[src/rtl/midi_parser_if.sv]
// Shared constants and the byte-in / event-out bus of the MIDI parser.
package midi_parser_pkg;
  localparam int MIDI_BYTES = 24;

  typedef enum logic [1:0] {
    ST_IDLE    = 2'd0,
    ST_WAIT_D1 = 2'd1,
    ST_WAIT_D2 = 2'd2,
    ST_SYSEX   = 2'd3
  } parser_state_t;
endpackage

// Bytes flow from the UART side (master) into the parser (slave).
// byte_valid_in is a one-cycle strobe per byte; there is no back-pressure.
// event_valid_out is a one-cycle pulse marking each new midi_event_out.
interface midi_parser_if;
  import midi_parser_pkg::*;

  logic [7:0]            byte_in;
  logic                  byte_valid_in;
  logic [MIDI_BYTES-1:0] midi_event_out;
  logic                  event_valid_out;
  logic [7:0]            drop_count_out;
  parser_state_t         parser_state;

  modport master (
    output byte_in, byte_valid_in,
    input  midi_event_out, event_valid_out, drop_count_out, parser_state
  );

  modport slave (
    input  byte_in, byte_valid_in,
    output midi_event_out, event_valid_out, drop_count_out, parser_state
  );
endinterface

[src/rtl/midi_parser.sv]
// MIDI byte-stream parser: assembles channel-voice messages with running
// status, skips realtime/SysEx/system-common bytes, filters by channel and
// normalises NOTE_ON velocity 0 into NOTE_OFF.
module midi_parser
  import midi_parser_pkg::*;
#(
  parameter int CHANNEL = 0,
  parameter bit OMNI    = 1'b1
) (
  input  logic          clk_in,
  input  logic          rst_in,
  midi_parser_if.slave  bus
);

  localparam logic [3:0] CHAN_NIB = 4'(CHANNEL);

  parser_state_t         r_state;
  parser_state_t         w_state_nxt;
  logic [7:0]            r_status;
  logic [7:0]            r_d1;
  logic [MIDI_BYTES-1:0] r_event;
  logic                  r_event_valid;
  logic [7:0]            r_drop;

  logic       w_is_data;
  logic       w_is_chan;
  logic       w_is_sysex;
  logic       w_is_common;
  logic       w_two_byte;
  logic       w_chan_ok;
  logic [7:0] w_status_nxt;
  logic [7:0] w_d1_nxt;
  logic [7:0] w_ev_d1;
  logic [7:0] w_ev_d2;
  logic       w_accept;
  logic       w_emit;
  logic       w_drop;
  logic [MIDI_BYTES-1:0] w_event_nxt;

  // Byte classification; realtime F8-FF matches none of these and is a no-op.
  always_comb begin
    w_is_data   = ~bus.byte_in[7];
    w_is_chan   = bus.byte_in[7] && (bus.byte_in[7:4] != 4'hF);
    w_is_sysex  = (bus.byte_in == 8'hF0);
    w_is_common = (bus.byte_in[7:3] == 5'b11110) && (bus.byte_in != 8'hF0);
    w_two_byte  = (r_status[7:4] == 4'hC) || (r_status[7:4] == 4'hD);
    w_chan_ok   = OMNI || (r_status[3:0] == CHAN_NIB);
  end

  // State register.
  always_ff @(posedge clk_in or posedge rst_in) begin
    if (rst_in) r_state <= ST_IDLE;
    else        r_state <= w_state_nxt;
  end

  // Next-state: any status byte (except realtime) overrides the current state,
  // which also covers aborting a partial message and leaving SysEx.
  always_comb begin
    w_state_nxt = r_state;
    if (bus.byte_valid_in) begin
      if (w_is_chan) begin
        w_state_nxt = ST_WAIT_D1;
      end else if (w_is_sysex) begin
        w_state_nxt = ST_SYSEX;
      end else if (w_is_common) begin
        w_state_nxt = ST_IDLE;
      end else if (w_is_data) begin
        case (r_state)
          ST_WAIT_D1: if (!w_two_byte) w_state_nxt = ST_WAIT_D2;
          ST_WAIT_D2: w_state_nxt = ST_WAIT_D1;
          default:    w_state_nxt = r_state;
        endcase
      end
    end
  end

  // Outputs of the FSM: running-status/d1 updates, completion and drop flags.
  always_comb begin
    w_status_nxt = r_status;
    w_d1_nxt     = r_d1;
    w_ev_d1      = r_d1;
    w_ev_d2      = 8'h00;
    w_accept     = 1'b0;
    w_drop       = 1'b0;
    if (bus.byte_valid_in) begin
      if (w_is_chan) begin
        w_status_nxt = bus.byte_in;
      end else if (w_is_sysex || w_is_common) begin
        w_status_nxt = 8'h00;
      end else if (w_is_data) begin
        case (r_state)
          ST_IDLE: w_drop = 1'b1;
          ST_WAIT_D1: begin
            w_d1_nxt = bus.byte_in;
            w_ev_d1  = bus.byte_in;
            w_accept = w_two_byte;
          end
          ST_WAIT_D2: begin
            w_ev_d2  = bus.byte_in;
            w_accept = 1'b1;
          end
          default: ;
        endcase
      end
    end
    w_emit = w_accept && w_chan_ok;
    // Channel nibble is always zeroed; NOTE_ON with velocity 0 becomes NOTE_OFF.
    if ((r_status[7:4] == 4'h9) && (w_ev_d2 == 8'h00))
      w_event_nxt = {8'h80, w_ev_d1, 8'h00};
    else
      w_event_nxt = {r_status[7:4], 4'h0, w_ev_d1, w_ev_d2};
  end

  // Datapath registers: running status, first data byte, event bus and drop counter.
  always_ff @(posedge clk_in or posedge rst_in) begin
    if (rst_in) begin
      r_status      <= 8'h00;
      r_d1          <= 8'h00;
      r_event       <= '0;
      r_event_valid <= 1'b0;
      r_drop        <= 8'h00;
    end else begin
      r_status      <= w_status_nxt;
      r_d1          <= w_d1_nxt;
      r_event_valid <= w_emit;
      if (w_emit) r_event <= w_event_nxt;
      if (w_drop && (r_drop != 8'hFF)) r_drop <= r_drop + 8'd1;
    end
  end

  assign bus.midi_event_out  = r_event;
  assign bus.event_valid_out = r_event_valid;
  assign bus.drop_count_out  = r_drop;
  assign bus.parser_state    = r_state;

endmodule

[src/flat_wrapper.sv]
// flat-port wrapper written by rule: the top's interface ports become plain ports
module midi_parser_flat import midi_parser_pkg::*;
#(
  parameter int CHANNEL = 0,
  parameter bit OMNI    = 1'b1
)
  (clk_in, rst_in, bus_byte_in, bus_byte_valid_in, bus_midi_event_out, bus_event_valid_out, bus_drop_count_out, bus_parser_state);
  midi_parser_if bus_i ();
  input  logic clk_in;
  input  logic rst_in;
  input wire logic [$bits(bus_i.byte_in)-1:0] bus_byte_in;
  input wire logic [$bits(bus_i.byte_valid_in)-1:0] bus_byte_valid_in;
  output wire logic [$bits(bus_i.midi_event_out)-1:0] bus_midi_event_out;
  output wire logic [$bits(bus_i.event_valid_out)-1:0] bus_event_valid_out;
  output wire logic [$bits(bus_i.drop_count_out)-1:0] bus_drop_count_out;
  output wire logic [$bits(bus_i.parser_state)-1:0] bus_parser_state;
  assign bus_i.byte_in = bus_byte_in;
  assign bus_i.byte_valid_in = bus_byte_valid_in;
  assign bus_midi_event_out = bus_i.midi_event_out;
  assign bus_event_valid_out = bus_i.event_valid_out;
  assign bus_drop_count_out = bus_i.drop_count_out;
  assign bus_parser_state = bus_i.parser_state;
  midi_parser #(.CHANNEL(CHANNEL), .OMNI(OMNI)) u_core (.clk_in(clk_in), .rst_in(rst_in), .bus(bus_i));
endmodule
[config.mk]
export PLATFORM = sky130hd
export DESIGN_NAME = midi_parser_flat
export DESIGN_NICKNAME = d
export VERILOG_FILES = /design/src/rtl/midi_parser_if.sv /design/src/rtl/midi_parser.sv /design/src/flat_wrapper.sv
export SDC_FILE = /design/constraint.sdc
export NUM_CORES = 1
export LEC_CHECK = 0
export BUFFER_PORTS_ARGS = -buffer_cell sky130_fd_sc_hd__buf_2
export CORE_UTILIZATION = 36
export CTS_CLUSTER_DIAMETER = 30
export DETAILED_ROUTE_END_ITERATION = 8
export SKIP_LAST_GASP = 1
export SLEW_MARGIN = 40
export SYNTH_ARGS = -nofsm -noshare
export SYNTH_HDL_FRONTEND = slang
export SYNTH_SLANG_ARGS = --single-unit
[constraint.sdc]
create_clock -name clk_in -period 2.85 [get_ports clk_in]
set_clock_uncertainty 0.1 [all_clocks]
set_input_delay 0.1425 -clock clk_in [delete_from_list [all_inputs] [get_ports clk_in]]
set_output_delay 0.1425 -clock clk_in [all_outputs]
set_load 0.05 [all_outputs]
* After elaboration in Yosys (flattened, before gate mapping) *
Cells that the tools add are included.

storage, ports and cells
  register bits after elaboration = 50
  bits in latches = 0
  RAM bits = 0
  memory bits (read-only) = 0
  input port bits = 11
  output and inout port bits = 35
  logic and storage cells = 64
  memories kept = 0

cells by class
  add/subtract/negate cells = 1
  multiply operators = 0
  divide/modulo/power cells = 0
  $lt $le $gt $ge = 0
  eq/ne operators = 12
  shift-type cells = 0
  mux-type cells = 29
  bitwise operators = 3
  reduce and logical (&&, ||, !) cells = 13

operators by type and width
  operator                                                          number
  8-bit 2-to-1 mux                                                  11
  24-bit 2-to-1 mux                                                 1
  8-bit != test (second input constant)                             2
  4-bit == test (second input constant)                             3
  2-bit 2-to-1 mux                                                  5
  1-bit 2-to-1 mux                                                  9
  8-bit by 1-bit adder with 8-bit output (second input constant)    1
  8-bit == test (second input constant)                             1
  8-bit zero test                                                   1
  7-bit 2-to-1 mux                                                  1
  5-bit == test (second input constant)                             1
  5-bit by 2-bit != test with 1-bit output (second input constant)  1
  5-bit AND reduction                                               1
  5-bit nonzero test                                                1
  1-bit logical AND                                                 4
  4-bit by 1-bit != test with 1-bit output (second input constant)  1
  4-bit != test (second input constant)                             1
  2-bit one-hot mux with 2 select lines                             1
  4-bit AND reduction                                               1
  1-bit inverter                                                    3
  2-bit by 1-bit == test with 1-bit output (second input constant)  1
  2-bit == test (second input constant)                             1
  2-bit zero test                                                   1
  1-bit logical OR                                                  2
  3 further kinds                                                   3

* Logic depth before layout (Yosys ltp) *
Gate-level depths: netlist of run 1.

  depth in word-level cells = 9
  depth in mapped cells = 7
  mapped depth without buffers = 6

* Worst setup path before layout of run 1 *
Ideal clock, no wire load.

  path type = flip-flop to flip-flop
  from = reg u_core.r_state[1], in the netlist u_core.bus.parser_state[1]
  to = reg u_core.r_state[0], in the netlist u_core.bus.parser_state[0]
  setup time = 0.128 ns
  arrival time = 2.052 ns
  data required time = 2.622 ns
  path slack = 0.571 ns
  stages on the path, launching flop included = 7
  buffers on the path = 0
  clock period less this slack = 2.279 ns
  cell sequence = dfrtp_1 > inv_1 > ha_1 > and4b_1 > or3b_1 > a21boi_2 > mux2_1

on the way
  word-level cells in the longest chain between the ends = 6
  elaborated cells on any way between the ends = 10
  those cells by class = eq/ne (3); mux (5); reduce/logical (2)

ends and longest elaborated chain
  what                                                                       RTL line           source
  start, declared                                                            midi_parser.sv:17  parser_state_t r_state;
  start signal, assigned                                                     midi_parser.sv:53  else r_state <= w_state_nxt;
  2-bit == test or 2-bit by 1-bit == test with 1-bit output (tied branches)  midi_parser.sv:68  case (r_state)
  2-bit one-hot mux with 2 select lines                                      midi_parser.sv:68
  2-bit 2-to-1 mux                                                           midi_parser.sv:67  end else if (w_is_data) begin
  2-bit 2-to-1 mux                                                           midi_parser.sv:65  end else if (w_is_common) begin
  2-bit 2-to-1 mux                                                           midi_parser.sv:63  end else if (w_is_sysex) begin
  2-bit 2-to-1 mux                                                           midi_parser.sv:61  if (w_is_chan) begin

Several ways; a longest one is shown, not always the timed one. The select of a mux whose other input is x is not followed.
A chain may end at the register's enable or synchronous reset.

* Final worst setup path of run 1 *
Same ends and word-level chain as after synthesis.

==> impl_summary.log, run 1 <==
[metrics] area occupied by multi-input gates: ~700 um^2
[metrics] final clock period utilization by the worst path: roughly 71%
[metrics] final hold violation count: 0
[metrics] worst slack, placed: ~820 ps
[metrics] clock root buffer: sky130_fd_sc_hd__clkbuf_8
[metrics] number of global-route vias before repair: 1255
[metrics] summed area of non-filler cells in the final layout: about 0.0021 mm^2
[metrics] crit path kind: reg2reg
[metrics] Critical Path RT: a little under 3000 ps
[metrics] setup violation total in the final timing report: 0
[metrics] worst reg2reg path startpoint: u_core.bus.parser_state[1]$_DFFE_PP0P_
[metrics] global routing usage summed across all routing layers: between 15 and 20%
[metrics] width of the die: between 70 and 80 um
[metrics] number of cells in the design after placement: around 230
[metrics] Clock Sinks: 40
[metrics] wire length per cell after detailed routing: 15.6 um
[metrics] core area: ~0.0047 mm^2
[metrics] max-cap viol count: 0
[metrics] maximum number of pins on one net before global-route repair: 21
[metrics] number of setup buffers added after CTS: 0
[metrics] number of enable-type register cells in the synthesized netlist: 0
[metrics] Die Area: roughly 0.0052 mm^2
[metrics] pin slew with the least headroom to its limit: 732 ps
[metrics] simple-gate share of the synthesized area: approximately a tenth
[metrics] number of buffers inserted by port buffering: 39
[metrics] top-area cell type share of the netlist area: 57.0%
[metrics] buffer levels on the longest clock path: 2
[metrics] number of diodes: 0
[metrics] Register-to-Register Setup Slack: 820 ps
[metrics] Highest Clock Rate: around 500 MHz
[metrics] Worst Setup End Kind: flop
[metrics] post-route DRC violation count: 0
[metrics] Cell Area, Placed: 0.00201 mm^2
[metrics] post-synthesis compound-gate area fraction: between 9 and 10%
[metrics] last element of the critical path: u_core.bus.parser_state[0]$_DFFE_PP0P_
[metrics] source of the worst hold timing path: bus_byte_in[2]
[metrics] length of the first detailed-routing pass in iterations: 4
[metrics] sum of overflow across all layers after global routing: 0
[metrics] Max Fanout on Critical Path: 3
[metrics] status: finished, final reports clean
[metrics] GP Congestion: around 0.79
[metrics] endpoint arrival time on the critical path: 2100 ps
[metrics] Adder-Cell Fraction of Synth Area: between 2 and 3%
[metrics] global-route wire length before repair: ~6000 um
[metrics] Unique masters post-synth: 38
[metrics] number of DRC markers after the initial detailed-route iteration: 28
[metrics] post-synthesis cell area: 0.00176 mm^2
[metrics] launching element type of the critical path: flop
[metrics] FF/Latch Area: 0.00100 mm^2
[metrics] total CTS buffers: 5
[metrics] main combinational cell family by area after synthesis: multiplexers
[metrics] count of non-filler cells in the finished layout: around 230
[metrics] unrepaired setup endpoints after global routing: false
[metrics] async set-reset flop share out of synthesis: 100%
[metrics] Sum Neg Setup Slack: 0 ps
[metrics] worst hold-check slack: about 9.9 ps
[metrics] number of cells traversed by the worst hold path: 2
[metrics] vias: 1212
[metrics] Reg2Reg Depth: 6
[metrics] final worst path period need: ~2000 ps
[metrics] Max Slew Vio Count: 0
[metrics] static leakage: ~1.1 nW
[metrics] final core utilization: roughly 45%
[metrics] area growth from synthesis to layout: 21.0%
[metrics] Total Power: between 2 and 3 mW
[metrics] final setup margin: 823 ps
[metrics] power per cell area: 1180 mW/mm^2
[metrics] proportion of layout cells with a drive suffix above 1: about two fifths
[metrics] Worst IR Drop VDD: around 0.57 mV
[metrics] vias per cell: 5.18
[metrics] initial antenna violation count: 0
[metrics] synthesis warning total: 0
[metrics] max-slew headroom at the worst pin: approximately half
[metrics] clock transition at the register clock pins on the worst setup and hold paths after CTS: 80 ps
[metrics] maximum level of the CTS H-tree: 2
[metrics] Synth Flop Type: sky130_fd_sc_hd__dfrtp_1
[metrics] Top Ports: between 40 and 50
[metrics] sequential-to-total area share from yosys stat: 57.0%
[metrics] Routed WL: around 3600 um
[metrics] number of cell rows: 25
[metrics] gate count after technology mapping: 132
[metrics] post-synthesis sequential element count: 40
[metrics] dpl hpwl: around 2700 um
[metrics] TritonCTS clock tree: yes
[metrics] start point of the critical path: u_core.bus.parser_state[1]$_DFFE_PP0P_
[metrics] biggest area consumer among synthesized cells: sky130_fd_sc_hd__dfrtp_1
[metrics] per-instance average area after synthesis: 13.3 um^2
[metrics] mux cell area share after synthesis: between 10% and 20%
[metrics] number of fill cells in the layout: roughly 440
[metrics] worst min-delay path category: in2reg
[metrics] clock network latency to the later pin of the worst-skew pair: ~290 ps
[metrics] Critical R2R Capture: u_core.bus.parser_state[0]$_DFFE_PP0P_
[metrics] share of the synthesized netlist area taken by xor and xnor gates: between 3 and 4%
[metrics] final antenna-violating net count: 0
[metrics] starting density of the core: between 30% and 40%
[metrics] Nets: 194
[metrics] Die Ht: about 72 um
[metrics] most area-consuming cells after synthesis: sky130_fd_sc_hd__dfrtp_1, sky130_fd_sc_hd__mux2_2, sky130_fd_sc_hd__a22o_1
synth_stat cells (3+ instances only):
library cell,number
sky130_fd_sc_hd__a21oi_1,3
sky130_fd_sc_hd__inv_1,4
sky130_fd_sc_hd__mux2_2,18
sky130_fd_sc_hd__dfrtp_1,40
sky130_fd_sc_hd__nand2_1,4
sky130_fd_sc_hd__nand3_1,4
sky130_fd_sc_hd__xnor2_1,6
sky130_fd_sc_hd__and3_1,3
sky130_fd_sc_hd__ha_1,4
sky130_fd_sc_hd__buf_4,6
sky130_fd_sc_hd__a22o_1,10
sky130_fd_sc_hd__nand4_1,4
what timing repair did:
action | 4_1_cts | 5_1_grt
endpoints found under the hold margin | 18 | 0
resized for setup | 0 | 0
hold buffers | 1 | 0
where the power goes:
part / switching [mW] / total, mW / leakage [nW] / internal, mW
Sequential: 0.132 / 0.910 / 0.504 / 0.778
Combinational: 0.811 / 1.14 / 0.494 / 0.333
Clock: 0.190 / 0.449 / 0.0552 / 0.260
Total: 1.13 / 2.50 / 1.05 / 1.37
critical path, stage by stage, from the launching register on:
cell                       delay (ps)
sky130_fd_sc_hd__dfrtp_1          380
sky130_fd_sc_hd__inv_1             90
sky130_fd_sc_hd__ha_1             210
sky130_fd_sc_hd__and4b_1          230
sky130_fd_sc_hd__or3b_1           370
sky130_fd_sc_hd__a21boi_2         200
sky130_fd_sc_hd__mux2_1           330
logic make-up (layout without fill, tap and decap cells):
logic type	after synthesis	in the layout
xor+xnor	7	7
buf+inv	13	56
simple gates	28	28
flops	40	40
fa+ha+maj	4	4
other cells	1	6
mux	20	20
compound gates	19	19
layout by cell type, fill, tap and decap left out, types with 3 or more instances in the layout:
cell type / n
sky130_fd_sc_hd__a21oi_1: 3
sky130_fd_sc_hd__a22o_1: 10
sky130_fd_sc_hd__and3_1: 3
sky130_fd_sc_hd__buf_2: 39
sky130_fd_sc_hd__buf_4: 3
sky130_fd_sc_hd__clkbuf_8: 5
sky130_fd_sc_hd__conb_1: 6
sky130_fd_sc_hd__dfrtp_1: 40
sky130_fd_sc_hd__ha_1: 4
sky130_fd_sc_hd__inv_1: 3
sky130_fd_sc_hd__mux2_2: 18
sky130_fd_sc_hd__nand2_1: 4
sky130_fd_sc_hd__nand3_1: 4
sky130_fd_sc_hd__nand4_1: 4
sky130_fd_sc_hd__xnor2_1: 6
routing by layer:
metal  up-vias  global-route usage [%]  wire length, um
met5         -                       0                0
met4         0                    5.23               43
met3         4                    4.64              156
met2        32                    26.2             1790
met1       613                    19.4             1660
li1        563                       -                -
state kept, by name, indices dropped and copies added, names as in the netlist:
name	count
u_core.r_status	4
u_core.bus.midi_event_out	18
u_core.bus.parser_state	2
u_core.r_d1	7
u_core.bus.drop_count_out	8
u_core.bus.event_valid_out	1
final cells by class:
| cell class | count | share of cell area [%] |
|---|---|---|
| clock buffer | 6 | 3.42 |
| inverter | 5 | 0.884 |
| clock inverter | 2 | 1.65 |
| tap | 54 | 3.18 |
| timing repair buffer | 43 | 10.7 |
| sequential | 40 | 47.1 |
| multi-input combinational | 84 | 33.0 |
how the worst min path moves through the flow:
stage               slack [ps]                                       end
global route               0.1  u_core.bus.midi_event_out[1]$_DFFE_PP0P_
detailed placement         220  u_core.bus.midi_event_out[2]$_DFFE_PP0P_
floorplan                  180  u_core.bus.midi_event_out[0]$_DFFE_PP0P_
finish                      10  u_core.bus.midi_event_out[2]$_DFFE_PP0P_
CTS                          2  u_core.bus.midi_event_out[2]$_DFFE_PP0P_
global placement           200  u_core.bus.midi_event_out[0]$_DFFE_PP0P_
No activity file was read; power rests on OpenSTA's default activity.
==> run 2, diff against run 1 <==
--- a/config.mk
+++ b/config.mk
@@ -5,6 +5,7 @@
 export SDC_FILE = /design/constraint.sdc
 export NUM_CORES = 1
 export LEC_CHECK = 0
+export ABC_AREA = 1
 export BUFFER_PORTS_ARGS = -buffer_cell sky130_fd_sc_hd__buf_2
 export CORE_UTILIZATION = 36
 export CTS_CLUSTER_DIAMETER = 30
==> constraint.sdc (replaced) <==
create_clock -name clk_in -period 2 [get_ports clk_in]
set_clock_uncertainty 0.1 [all_clocks]
set_input_delay 0.1 -clock clk_in [delete_from_list [all_inputs] [get_ports clk_in]]
set_output_delay 0.1 -clock clk_in [all_outputs]
set_load 0.05 [all_outputs]
==> run 2 against run 1 <==
  * Count of clock-buffer cells in the layout is the same
  * Sequential share of layout area shrank 3.7 points
  * Worst hold slack is essentially flat
  * Sequential power grew 43%
  * Combinational power grew 54%
  * Utilization shrank 0.72 points
  * Synthesized cell count grew 79%
  * Cell count grew 50%
  * Power grew 44%
  * Critical path depth grew 2
==> impl_summary.log, run 2 <==
[metrics] status: finished, final reports clean
[metrics] final setup margin: 227 ps (-596 ps)
[metrics] FF/Latch Area: 0.00100 mm^2 (unchanged)
[metrics] leading cell type in the layout, fill and taps excluded: sky130_fd_sc_hd__nand2_1
[metrics] crit path kind: reg2reg
[metrics] pin slew with the least headroom to its limit: 518 ps (-213 ps)
[metrics] Worst IR Drop VDD: 0.699 mV (+22%)
[metrics] post-route DRC violation count: 0 (unchanged)
[metrics] maximum level of the CTS H-tree: 2 (unchanged)
[metrics] most area-consuming cells after synthesis: sky130_fd_sc_hd__dfrtp_1, sky130_fd_sc_hd__nand2_1, sky130_fd_sc_hd__inv_1
[metrics] final clock period utilization by the worst path: 88.6% (+18 points)
[metrics] dpl hpwl: 3030 um (+11%)
[metrics] Endpoint, Worst Hold: u_core.bus.midi_event_out[0]$_DFFE_PP0P_
[metrics] final core utilization: 44.5% (-0.72 points)
[metrics] Crit path max-delay family: simple AND/OR/NAND/NOR gates
[metrics] final hold violation count: 0 (unchanged)
[metrics] area occupied by multi-input gates: 821 um^2 (+17%)
[metrics] length of the first detailed-routing pass in iterations: 4 (unchanged)
[metrics] number of buffers inserted by port buffering: 39 (unchanged)
[metrics] Reg2Reg Depth: 8 (+2)
[metrics] biggest area consumer among synthesized cells: sky130_fd_sc_hd__dfrtp_1
[metrics] number of cells traversed by the worst hold path: 3 (+1)
[metrics] initial antenna violation count: 0 (unchanged)
[metrics] global routing usage summed across all routing layers: 15.7% (+0.079 points)
[metrics] Die Ht: 75.9 um (+5.7%)
[metrics] number of enable-type register cells in the synthesized netlist: 0 (unchanged)
[metrics] number of fill cells in the layout: 524 (+20%)
[metrics] Critical Path RT: 2130 ps (-790 ps)
[metrics] post-synthesis sequential element count: 40 (unchanged)
[metrics] summed area of non-filler cells in the final layout: 0.00230 mm^2 (+8.5%)
[metrics] core area: 0.00517 mm^2 (+10%)
[metrics] GP Congestion: 0.902 (+14%)
[metrics] worst hold-check slack: 10.1 ps (+0.191 ps)
[metrics] async set-reset flop share out of synthesis: 100% (unchanged)
[metrics] cell with the biggest individual delay on the critical path: sky130_fd_sc_hd__dfrtp_1
[metrics] commonest cells after routing, fill and taps aside: sky130_fd_sc_hd__nand2_1, sky130_fd_sc_hd__dfrtp_1, sky130_fd_sc_hd__buf_2
[metrics] vias per cell: 4.47 (-14%)
[metrics] number of cells in the design after placement: 341 (+52%)
[metrics] Nets: 295 (+52%)
[metrics] static leakage: 1.28 nW (+22%)
[metrics] number of DRC markers after the initial detailed-route iteration: 72 (+160%)
[metrics] main combinational cell family by area after synthesis: simple AND/OR/NAND/NOR gates
[metrics] final antenna-violating net count: 0 (unchanged)
[metrics] Clock Sinks: 40 (unchanged)
[metrics] buffer levels on the longest clock path: 2 (unchanged)
[metrics] clock root buffer: sky130_fd_sc_hd__clkbuf_8
[metrics] Routed WL: 4110 um (+13%)
[metrics] Critical Path, Cell by Cell: inv_1 > ha_1 > inv_1 > nor2_2 > nand2_4 > inv_2 > nand2_1 > nand2_1
[metrics] max-cap viol count: 0 (unchanged)
[metrics] share of the synthesized netlist area taken by xor and xnor gates: 2.67% (-0.82 points)
[metrics] Cell Area, Placed: 0.00219 mm^2 (+9.2%)
[metrics] number of global-route vias before repair: 1395 (+11%)
[metrics] Total Power: 3.61 mW (+44%)
[metrics] count of non-filler cells in the finished layout: 351 (+50%)
[metrics] post-synthesis compound-gate area fraction: 6.75% (-2.5 points)
[metrics] Adder-Cell Fraction of Synth Area: 2.55% (-0.30 points)
[metrics] width of the die: 75.9 um (+5.7%)
[metrics] per-instance average area after synthesis: 8.33 um^2 (-37%)
[metrics] slowest cell delay on critical path: 410 ps (+30 ps)
[metrics] number of diodes: 0 (unchanged)
[metrics] endpoint arrival time on the critical path: 1900 ps (-200 ps)
[metrics] Max Fanout on Critical Path: 23 (+20)
[metrics] source of the worst hold timing path: bus_byte_in[0]
[metrics] TritonCTS clock tree: yes
[metrics] vias: 1568 (+29%)
[metrics] launching element type of the critical path: flop
[metrics] sum of overflow across all layers after global routing: 0 (unchanged)
[metrics] top-area cell type share of the netlist area: 50.9% (-6.1 points)
[metrics] clock network latency to the later pin of the worst-skew pair: 290 ps (about the same)
[metrics] Worst path depth: 8 (+2)
[metrics] number of cell rows: 26 (+4.0%)
[metrics] max FFs per register: 18 (unchanged)
[metrics] power per cell area: 1570 mW/mm^2 (+33%)
[metrics] Synth Flop Type: sky130_fd_sc_hd__dfrtp_1
[metrics] proportion of layout cells with a drive suffix above 1: 22.8% (-18 points)
[metrics] mux cell area share after synthesis: 0% (-13 points)
[metrics] global-route wire length before repair: 6560 um (+7.0%)
[metrics] worst min-delay path category: in2reg
[metrics] Highest Clock Rate: 564 MHz (+14%)
[metrics] Die Area: 0.00576 mm^2 (+12%)
[metrics] worst reg2reg path startpoint: u_core.bus.parser_state[0]$_DFFE_PP0P_
[metrics] gate count after technology mapping: 236 (+79%)
[metrics] clock transition at the register clock pins on the worst setup and hold paths after CTS: 80 ps (about the same)
[metrics] starting density of the core: 38.0% (+0.59 points)
[metrics] setup violation total in the final timing report: 0 (unchanged)
[metrics] total CTS buffers: 5 (unchanged)
[metrics] simple-gate share of the synthesized area: 28.6% (+18 points)
[metrics] post-synthesis cell area: 0.00197 mm^2 (+12%)
[metrics] unrepaired setup endpoints after global routing: false
[metrics] Register-to-Register Setup Slack: 230 ps (-600 ps)
[metrics] Max Slew Vio Count: 0 (unchanged)
[metrics] worst slack, placed: 276 ps (-548 ps)
[metrics] library cell with the highest instance count after synthesis: sky130_fd_sc_hd__nand2_1
[metrics] synthesis warning total: 0 (unchanged)
[metrics] Critical R2R Capture: u_core.bus.midi_event_out[10]$_DFFE_PP0P_
[metrics] commonest cells in the synthesized netlist: sky130_fd_sc_hd__nand2_1, sky130_fd_sc_hd__dfrtp_1, sky130_fd_sc_hd__inv_1, sky130_fd_sc_hd__nand3_1, sky130_fd_sc_hd__nor2_1
[metrics] wire length per cell after detailed routing: 11.7 um (-25%)
[metrics] Top Ports: 46 (unchanged)
[metrics] final worst path period need: 1770 ps (-254 ps)
[metrics] sequential-to-total area share from yosys stat: 50.9% (-6.1 points)
[metrics] area growth from synthesis to layout: 17.2%
[metrics] maximum number of pins on one net before global-route repair: 41 (+95%)
[metrics] Worst Setup End Kind: flop
[metrics] Sum Neg Setup Slack: 0 ps (unchanged)
[metrics] Unique masters post-synth: 27 (-29%)
[metrics] buffers and inverters on the worst path: 3 (+2)
[metrics] max-slew headroom at the worst pin: 65.4% (+15 points)
## run 2: tightest hold or removal path, cell delays in order
cell,delay [ps]
sky130_fd_sc_hd__buf_2,130
sky130_fd_sc_hd__nand2_1,80
sky130_fd_sc_hd__o31ai_1,60
## run 2: power breakdown
part | total [mW] | switching, mW | internal, mW
sequential | 1.30 | 0.193 | 1.11
combinational | 1.76 | 1.34 | 0.420
clock | 0.556 | 0.280 | 0.275
## run 2: what timing repair did
action                                 in CTS  in global routing
endpoints found under the hold margin      41                  0
resized for setup                           0                  0
buffers inserted                            0                  0
hold buffers                                2                  0
## run 2: logic make-up (layout without fill, tap and decap cells)
family | after synthesis | count (layout)
AO/OA/AOI/OAI | 20 | 20
XOR/XNOR | 6 | 6
adder cells (fa/ha/maj) | 4 | 4
buffers and inverters | 31 | 71
flip-flops | 40 | 40
other | 1 | 6
AND/OR/NAND/NOR | 134 | 134
## run 2: layout make-up
cell class	instances	area share [%]
well taps	70	3.80
flip-flops and latches	40	43.5
repair buffers	42	9.67
inverters	21	3.42
clock buffers	6	3.59
multi-input cells	170	35.6
clock inverters	2	0.435
## run 2: worst max path at each step
| stage | start | end | slack, ps |
|---|---|---|---|
| after global placement | u_core.bus.parser_state[1]$_DFFE_PP0P_ | u_core.bus.midi_event_out[14]$_DFFE_PP0P_ | 290 |
| final | u_core.bus.parser_state[0]$_DFFE_PP0P_ | u_core.bus.midi_event_out[10]$_DFFE_PP0P_ | 230 |
| after floorplan | u_core.bus.parser_state[0]$_DFFE_PP0P_ | u_core.bus.midi_event_out[0]$_DFFE_PP0P_ | 130 |
| after CTS | u_core.bus.parser_state[0]$_DFFE_PP0P_ | u_core.bus.midi_event_out[10]$_DFFE_PP0P_ | 250 |
| after detailed placement | u_core.bus.parser_state[0]$_DFFE_PP0P_ | u_core.bus.midi_event_out[12]$_DFFE_PP0P_ | 280 |
| after global routing | u_core.bus.parser_state[0]$_DFFE_PP0P_ | u_core.bus.midi_event_out[10]$_DFFE_PP0P_ | 90 |
## run 2: routing by layer
| metal | GRT usage, % | share of wire (%) | vias up |
|---|---|---|---|
| met2 | 23.1 | 43 | 43 |
| li1 | - | - | 808 |
| met1 | 22.4 | 50 | 710 |
| met3 | 3.84 | 5.4 | 7 |
| met4 | 5.97 | 1.5 | 0 |
| met5 | 0 | 0 | - |
